**config.mk**
```make
export PLATFORM = sky130hd
export DESIGN_NAME = dmux_1by4_deser
export DESIGN_NICKNAME = d
export VERILOG_FILES = /design/src/rtl/dmux_pkg.sv /design/src/rtl/dmux_deser_ch.sv /design/src/rtl/dmux_1by4_deser.sv
export SDC_FILE = /design/constraint.sdc
export NUM_CORES = 1
export LEC_CHECK = 0
export BUFFER_PORTS_ARGS = -buffer_cell sky130_fd_sc_hd__buf_2
export CAP_MARGIN = 20
export CORE_ASPECT_RATIO = 2
export CORE_MARGIN = 2
export CORE_UTILIZATION = 25
export DETAILED_ROUTE_END_ITERATION = 7
export MAX_ROUTING_LAYER = met4
export PLACE_DENSITY_LB_ADDON = 0.3
export SETUP_SLACK_MARGIN = 0.02
export SYNTH_ARGS = -nofsm -noshare
export SYNTH_HDL_FRONTEND = slang
export SYNTH_SLANG_ARGS = --single-unit
```
**constraint.sdc**
```tcl
create_clock -name clk -period 2.6 [get_ports clk]
set_input_delay 0.13 -clock clk [delete_from_list [all_inputs] [get_ports clk]]
set_output_delay 0.13 -clock clk [all_outputs]
set_load 0.005 [all_outputs]
```
**src/rtl/dmux_pkg.sv**
```systemverilog
// Shared definitions for the 1-to-4 demux deserializer.
package dmux_pkg;

  localparam int unsigned NCH = 4;

  // Channel select driving both the demux and the deserializer.
  typedef logic [1:0] ch_sel_t;

  // Ceiling log2, never less than 1 so a counter always has at least one bit.
  function automatic int unsigned clog2(input int unsigned v);
    int unsigned r;
    r = 1;
    while ((32'd1 << r) < v) begin
      r = r + 1;
    end
    return r;
  endfunction

endpackage

```
**src/rtl/dmux_deser_ch.sv**
```systemverilog
// Single-channel LSB-first serial-to-parallel shifter with output register.
module dmux_deser_ch
  import dmux_pkg::*;
#(
  parameter int unsigned WIDTH = 8
) (
  input  logic             clk,
  input  logic             rst,
  input  logic             clear,
  input  logic             en,
  input  logic             b,
  output logic [WIDTH-1:0] q,
  output logic             q_valid,
  output logic             busy
);

  localparam int unsigned    CntW    = clog2(WIDTH);
  localparam logic [CntW-1:0] CntLast = CntW'(WIDTH - 1);

  logic [WIDTH-1:0] sh_q, sh_d;
  logic [CntW-1:0]  cnt_q, cnt_d;
  logic [WIDTH-1:0] word_q, word_d;
  logic             valid_q, valid_d;

  // Next-state: clear wins over a strobe; the last bit completes the word.
  always_comb begin
    sh_d    = sh_q;
    cnt_d   = cnt_q;
    word_d  = word_q;
    valid_d = 1'b0;
    if (clear) begin
      sh_d  = '0;
      cnt_d = '0;
    end else if (en) begin
      if (cnt_q == CntLast) begin
        word_d  = {b, sh_q[WIDTH-2:0]};
        valid_d = 1'b1;
        sh_d    = '0;
        cnt_d   = '0;
      end else begin
        // Bits above cnt_q are still zero, so OR-ing places b at position cnt_q.
        sh_d  = sh_q | ({{(WIDTH-1){1'b0}}, b} << cnt_q);
        cnt_d = cnt_q + 1'b1;
      end
    end
  end

  // State registers with asynchronous reset.
  always_ff @(posedge clk or posedge rst) begin
    if (rst) begin
      sh_q    <= '0;
      cnt_q   <= '0;
      word_q  <= '0;
      valid_q <= 1'b0;
    end else begin
      sh_q    <= sh_d;
      cnt_q   <= cnt_d;
      word_q  <= word_d;
      valid_q <= valid_d;
    end
  end

  assign q       = word_q;
  assign q_valid = valid_q;
  assign busy    = (cnt_q != '0);

endmodule

```
**src/rtl/dmux_1by4_deser.sv**
```systemverilog
// Four independent deserializer channels fed from the 1-to-4 demux outputs.
module dmux_1by4_deser
  import dmux_pkg::*;
#(
  parameter int unsigned WIDTH = 8
) (
  input  logic                 clk,
  input  logic                 rst,
  input  logic                 strobe,
  input  ch_sel_t              s,
  input  logic [NCH-1:0]       y,
  input  logic                 clear,
  output logic [NCH*WIDTH-1:0] q,
  output logic [NCH-1:0]       q_valid,
  output logic [NCH-1:0]       busy
);

  logic           b;
  logic [NCH-1:0] en;

  // Only the selected channel advances, and never in a clear cycle.
  always_comb begin
    b  = y[s];
    en = '0;
    for (int k = 0; k < NCH; k++) begin
      en[k] = strobe & (s == ch_sel_t'(k)) & ~clear;
    end
  end

  for (genvar k = 0; k < NCH; k++) begin : g_ch
    dmux_deser_ch #(
      .WIDTH(WIDTH)
    ) u_ch (
      .clk    (clk),
      .rst    (rst),
      .clear  (clear),
      .en     (en[k]),
      .b      (b),
      .q      (q[k*WIDTH +: WIDTH]),
      .q_valid(q_valid[k]),
      .busy   (busy[k])
    );
  end

endmodule
```
## Word-level counts from Yosys, hierarchy flattened

Index checks and enable logic that the tools add are counted.

- Output and inout bits: 40
- Bits of input ports: 10
- Flip-flop bits (word level): 80

- Muxes and demuxes: 38
- Shift operators: 4
- Bitwise gates (word level): 13
- Reduce and logical (&&, ||, !) cells: 13
- Magnitude comparators: 1
- Add/subtract/negate cells: 4
- Equal/unequal tests: 7

Operators with widths:

| cell | count |
|---|---|
| $mux 8 | 12 |
| $mux 3 | 12 |
| $or 8x8->8 | 4 |
| $shl 1x3->8 | 4 |
| $mux 1 | 13 |
| $add 3x1->3 const B | 4 |
| $eq 3x3->1 const B | 4 |
| $reduce_and 3->1 | 4 |
| $reduce_bool 3->1 | 4 |
| $and 1x1->1 | 8 |
| $reduce_bool 2->1 | 4 |
| $eq 2x2->1 const B | 2 |
| $lt 2x3->1 const B | 1 |
| $bmux 1 s2 | 1 |
| $eq 2x1->1 const B | 1 |
| $logic_not 2->1 | 1 |
| $not 1->1 | 1 |

## Logic depth before layout (Yosys ltp)

- Depth after elaboration: 7
- Gate-level depth with buffers: 5
- Mapped depth without buffers: 5

## Hierarchy

From an unflattened synthesis, not the netlist that was laid out.

- Cells, all modules: 261
- Area, all modules: 3258.1 um^2

By module, submodules not included:

| module | instances | cells an instance | seq. area each (um^2) | area each (um^2) |
|---|---|---|---|---|
| dmux_deser_ch | 4 | 64 | 475.5 | 798.3 |
| dmux_1by4_deser | 1 | 5 | 0.0 | 65.1 |

## Worst setup path after synthesis

No wires, ideal clock.

- Path kind: register -> register
- Start point: register g_ch[0].u_ch.cnt_q[0]
- End point: register g_ch[0].u_ch.sh_q[0]
- Setup slack: 881 ps
- Period minus slack after synthesis: 1719 ps
- Library setup time: 78 ps
- Arrival time: 1641 ps
- Stages on the path, launching flop included: 6
- Cell sequence: dfrtp_1 ha_1 ha_1 or3_2 o22a_2 o2bb2ai_1

- Longest elaborated chain between the ends: 5
- Elaborated cells between the ends (all ways): 6
- Classes of those cells: 1 x eq/ne; 1 x shift; 3 x mux; 1 x bitwise

RTL lines:

| element | line | text |
|---|---|---|
| start, declared | dmux_deser_ch.sv:21 | `logic [CntW-1:0] cnt_q, cnt_d;` |
| start signal, assigned | dmux_deser_ch.sv:57 | `cnt_q <= cnt_d;` |
| $shl 1x3->8 | dmux_deser_ch.sv:42 | `sh_d = sh_q \| ({{(WIDTH-1){1'b0}}, b} << cnt_q);` |
| $or 8x8->8 | dmux_deser_ch.sv:42 |  |
| $mux 8 * | dmux_deser_ch.sv:35 | `if (cnt_q == CntLast) begin` |
| $mux 8 * | dmux_deser_ch.sv:34 | `end else if (en) begin` |
| $mux 8 * | dmux_deser_ch.sv:31 | `if (clear) begin` |
| end signal, assigned | dmux_deser_ch.sv:51 | `sh_q <= '0;` |
| end signal, assigned | dmux_deser_ch.sv:56 | `sh_q <= sh_d;` |
| end, declared | dmux_deser_ch.sv:20 | `logic [WIDTH-1:0] sh_q, sh_d;` |

Every way passes the cells marked *; elsewhere a longest branch is shown, timed or not. The select of a mux whose other input is x is not followed.
A chain may end at the register's enable or synchronous reset.

## Worst setup path after layout

- Start point: register g_ch[1].u_ch.cnt_q[1]
- End point: register g_ch[1].u_ch.word_q[4]

- Longest elaborated chain between the ends: 2

RTL lines:

| element | line | text |
|---|---|---|
| start, declared | dmux_deser_ch.sv:21 |  |
| start signal, assigned | dmux_deser_ch.sv:57 |  |
| $eq 3x3->1 | dmux_deser_ch.sv:35 |  |
| $reduce_and 3->1 (no source line) | - |  |
| end signal, assigned | dmux_deser_ch.sv:58 | `word_q <= word_d;` |
| end, declared | dmux_deser_ch.sv:22 | `logic [WIDTH-1:0] word_q, word_d;` |

Every way passes these cells.

==> implementation parameters <==
Parameter                              Value

Detailed routing
  Final wirelength    7380 µm
  Detailed-route wire length per cell    15.5 µm
  Total DRC errors in the routed layout    0
  Number of optimization iterations in the first detailed-route pass    4
  Via density per instance    4.74
  Routed Antenna Nets    0
  Starting DRC count in detailed routing    64
  Vias post-DR    2,251

Logic synthesis
  Synthesized net count    291
  Average cell area after synthesis    12.7 µm²
  Cell types with the largest area share after synthesis    sky130_fd_sc_hd__dfrtp_1, sky130_fd_sc_hd__mux2_2, sky130_fd_sc_hd__ha_1
  Cell area after synthesis    3430 µm²
  Unique cell type count in the Yosys netlist    43
  Fraction of synthesis flops using an asynchronous set or reset pin    100%
  Post-Synthesis Cells    269
  Yosys top cell by area    sky130_fd_sc_hd__dfrtp_1
  Number of flops mapped to enable cells by yosys    0
  Post-synthesis sequential element count    76
  Synth warnings    0
  Synth Flop Type    sky130_fd_sc_hd__dfrtp_1
  Sequential fraction of the synthesis area    55.5%
  Area share of the largest cell type after synthesis    55.5%
  Cell with the most instances after synthesis    sky130_fd_sc_hd__dfrtp_1
  Synth cell count leaders    sky130_fd_sc_hd__dfrtp_1, sky130_fd_sc_hd__mux2_2, sky130_fd_sc_hd__inv_1

Placement
  Count of input and output buffers    49
  Half-perimeter wire length after detailed placement    5460 µm
  Routability-driven placement congestion ratio    0.816

Worst setup path
  Number of logic stages on the critical path including buffering    5
  Largest stage delay on the critical path    0.45 ns
  Largest fanout of any net on the critical path    9
  Slack of the worst reg-to-reg path    0.65 ns
  Number of cells on the worst reg-to-reg path    5
  Startpoint types    flip-flop
  Arrival time of data at the critical path endpoint    2.17 ns
  Crit path max-delay family    flip-flops
  Element type at the critical path end    flip-flop
  Bufs and invs on worst path    1
  Slowest cell on the critical path    sky130_fd_sc_hd__dfrtp_1
  Category of the critical setup timing path    flip-flop to flip-flop
  Required time of the critical path    2.82 ns
  CP cell instances    ha_1 -> ha_1 -> inv_1 -> nor3_4 -> mux2_2
  Library cell appearing most often on the critical path    sky130_fd_sc_hd__ha_1

Worst hold path
  Worst hold path depth    2
  Worst min-delay path category    input port to flip-flop

Pwr
  Total power consumption of the routed design    2.87 mW
  Worst VDD drop    294 µV
  Leakage power    2.07 nW
  Power density normalized to cell area    693 nW/µm²

Clocking
  Maximum count of clock buffers along a single path    2
  Total CTS buffers    9
  Worst-skew pair later-pin latency    0.34 ns
  Master cell of the clock root buffer    sky130_fd_sc_hd__clkbuf_16
  Number of setup buffers added after CTS    0
  TritonCTS clock tree    done
  Number of sinks handled by clock tree synthesis    76
  H-Tree Depth    3
  Clock transition at path regs    0.06 ns

GRT
  First-pass GRT wire length    11,800 µm
  Number of global-route vias before repair    2,325
  All-layer global routing usage    10.9%
  Total grt overflow    0
  Pin count of the biggest net entering global routing    34
  Antenna violations before repair    0

Floorplanning
  Initial standard-cell utilization of the core    25.5%
  Core region area    13,400 µm²
  Standard-cell row count    60
  Floorplan die area    14,700 µm²
  DIE HEIGHT    170 µm
  Num ports    50
  Die Span X    86.8 µm

Job
  Max-cap violations    0

STA
  Final TNS setup    0 ns
  Portion of the clock cycle consumed by the worst path in the final layout    75.0%
  Highest achievable clock rate    513 MHz
  Unrepaired setup endpoints after global routing    no
  Measured slew at the worst slew-check pin    0.702 ns
  Final setup skew    0.00326 ns
  Final number of hold-violating endpoints    0
  Time the final worst path needs with I/O delays and setup    1.95 ns
  Setup violations, final    0
  Final number of max-transition violations    0
  Headroom to the max-slew limit    52.5%

Layout
  Fin nets    338
  Total inserted antenna cells    0
  P&R area growth vs syn    20.9%
  FILL cells    1,341
  Register area    1900 µm²
  Fraction of layout cells with a size suffix above 1    35.0%
  Area occupied by multi-input gates    1350 µm²

Run status
  Outcome    complete, no violations
-- cell type report --
| class | instances | share of cell area (%) |
|---|---|---|
| multi-input combinational | 161 | 32.4 |
| clock inverter | 4 | 2.90 |
| tap | 155 | 4.68 |
| clock buffer | 11 | 6.09 |
| sequential | 76 | 45.9 |
| timing repair buffer | 53 | 6.70 |
| inverter | 15 | 1.36 |
-- timing repair --
action,CTS,global route
hold buffers,1,0
endpoints found under the setup margin,0,0
resized for setup,0,0
endpoints found under the hold margin,31,0
-- state kept, by name, indices dropped and copies added (netlist names) --
name,cells
g_ch.u_ch.q_valid,4
g_ch.u_ch.cnt_q,12
g_ch.u_ch.sh_q,28
g_ch.u_ch.q,32
-- report_power, final --
part / internal (mW) / total [mW] / switching [mW]
Combinational: 0.0369 / 0.125 / 0.0881
Sequential: 1.19 / 1.20 / 0.00822
Clock: 1.08 / 1.55 / 0.470
Total: 2.31 / 2.87 / 0.567
-- worst paths after layout --
kind                                                   startpoint                           endpoint
max in group asynchronous                                     rst   g_ch[1].u_ch.sh_q[6]$_DFFE_PP0P_
worst max register to register  g_ch[1].u_ch.cnt_q[1]$_DFFE_PP0P_      g_ch[1].u_ch.q[4]$_DFFE_PP0P_
worst min-delay path                                        clear  g_ch[3].u_ch.cnt_q[2]$_DFFE_PP0P_
worst min register to register   g_ch[0].u_ch.sh_q[4]$_DFFE_PP0P_   g_ch[0].u_ch.sh_q[4]$_DFFE_PP0P_
min in group asynchronous                                     rst      g_ch[3].u_ch.q[7]$_DFFE_PP0P_
worst max-delay path            g_ch[1].u_ch.cnt_q[1]$_DFFE_PP0P_      g_ch[1].u_ch.q[4]$_DFFE_PP0P_
-- metrics by stage --
| step | hold slack [ns] | cells | util (%) | worst slack [ns] | cell area [µm²] |
|---|---|---|---|---|---|
| after floorplan | 0.340 | 269 | - | 0.532 | 3430 |
| after global placement | 0.305 | 459 | 28.0 | 0.735 | 3760 |
| after detailed placement | 0.311 | 459 | 28.0 | 0.624 | 3760 |
| after CTS | 0.220 | 475 | 30.9 | 0.611 | 4150 |
| after global routing | 0.254 | 475 | 30.9 | 0.492 | 4150 |
| final | 0.221 | 475 | 30.9 | 0.650 | 4150 |
-- kinds of logic after synthesis --
logic type,count (synthesis),synth area share (%)
DFF,76,55.5
and+or+nand+nor,66,12.1
AOI/OAI and AO/OA,47,10.7
muxes,36,12.0
buffers and inverters,32,5.33
adders and majority gates,12,4.38
-- routing by layer --
layer	part of all wire [%]	track usage, %
met5	0	-
met3	4.8	3.11
met4	3.4	6.73
met2	53	18.4
met1	38	10.8
-- cells in the final DEF, fill, tap and decap left out, types with 7 or more instances in the layout --
cell type	netlist	routed
sky130_fd_sc_hd__nand2_1	14	14
sky130_fd_sc_hd__buf_2	2	49
sky130_fd_sc_hd__inv_1	15	14
sky130_fd_sc_hd__nor2_1	8	8
sky130_fd_sc_hd__dfrtp_1	76	76
sky130_fd_sc_hd__a22o_1	9	9
sky130_fd_sc_hd__a21oi_1	11	11
sky130_fd_sc_hd__mux2_2	32	32
sky130_fd_sc_hd__clkbuf_16	0	9
sky130_fd_sc_hd__nand3_1	7	7
sky130_fd_sc_hd__ha_1	12	12
sky130_fd_sc_hd__o2bb2ai_1	7	7
No activity file was read; power rests on OpenSTA's default activity.
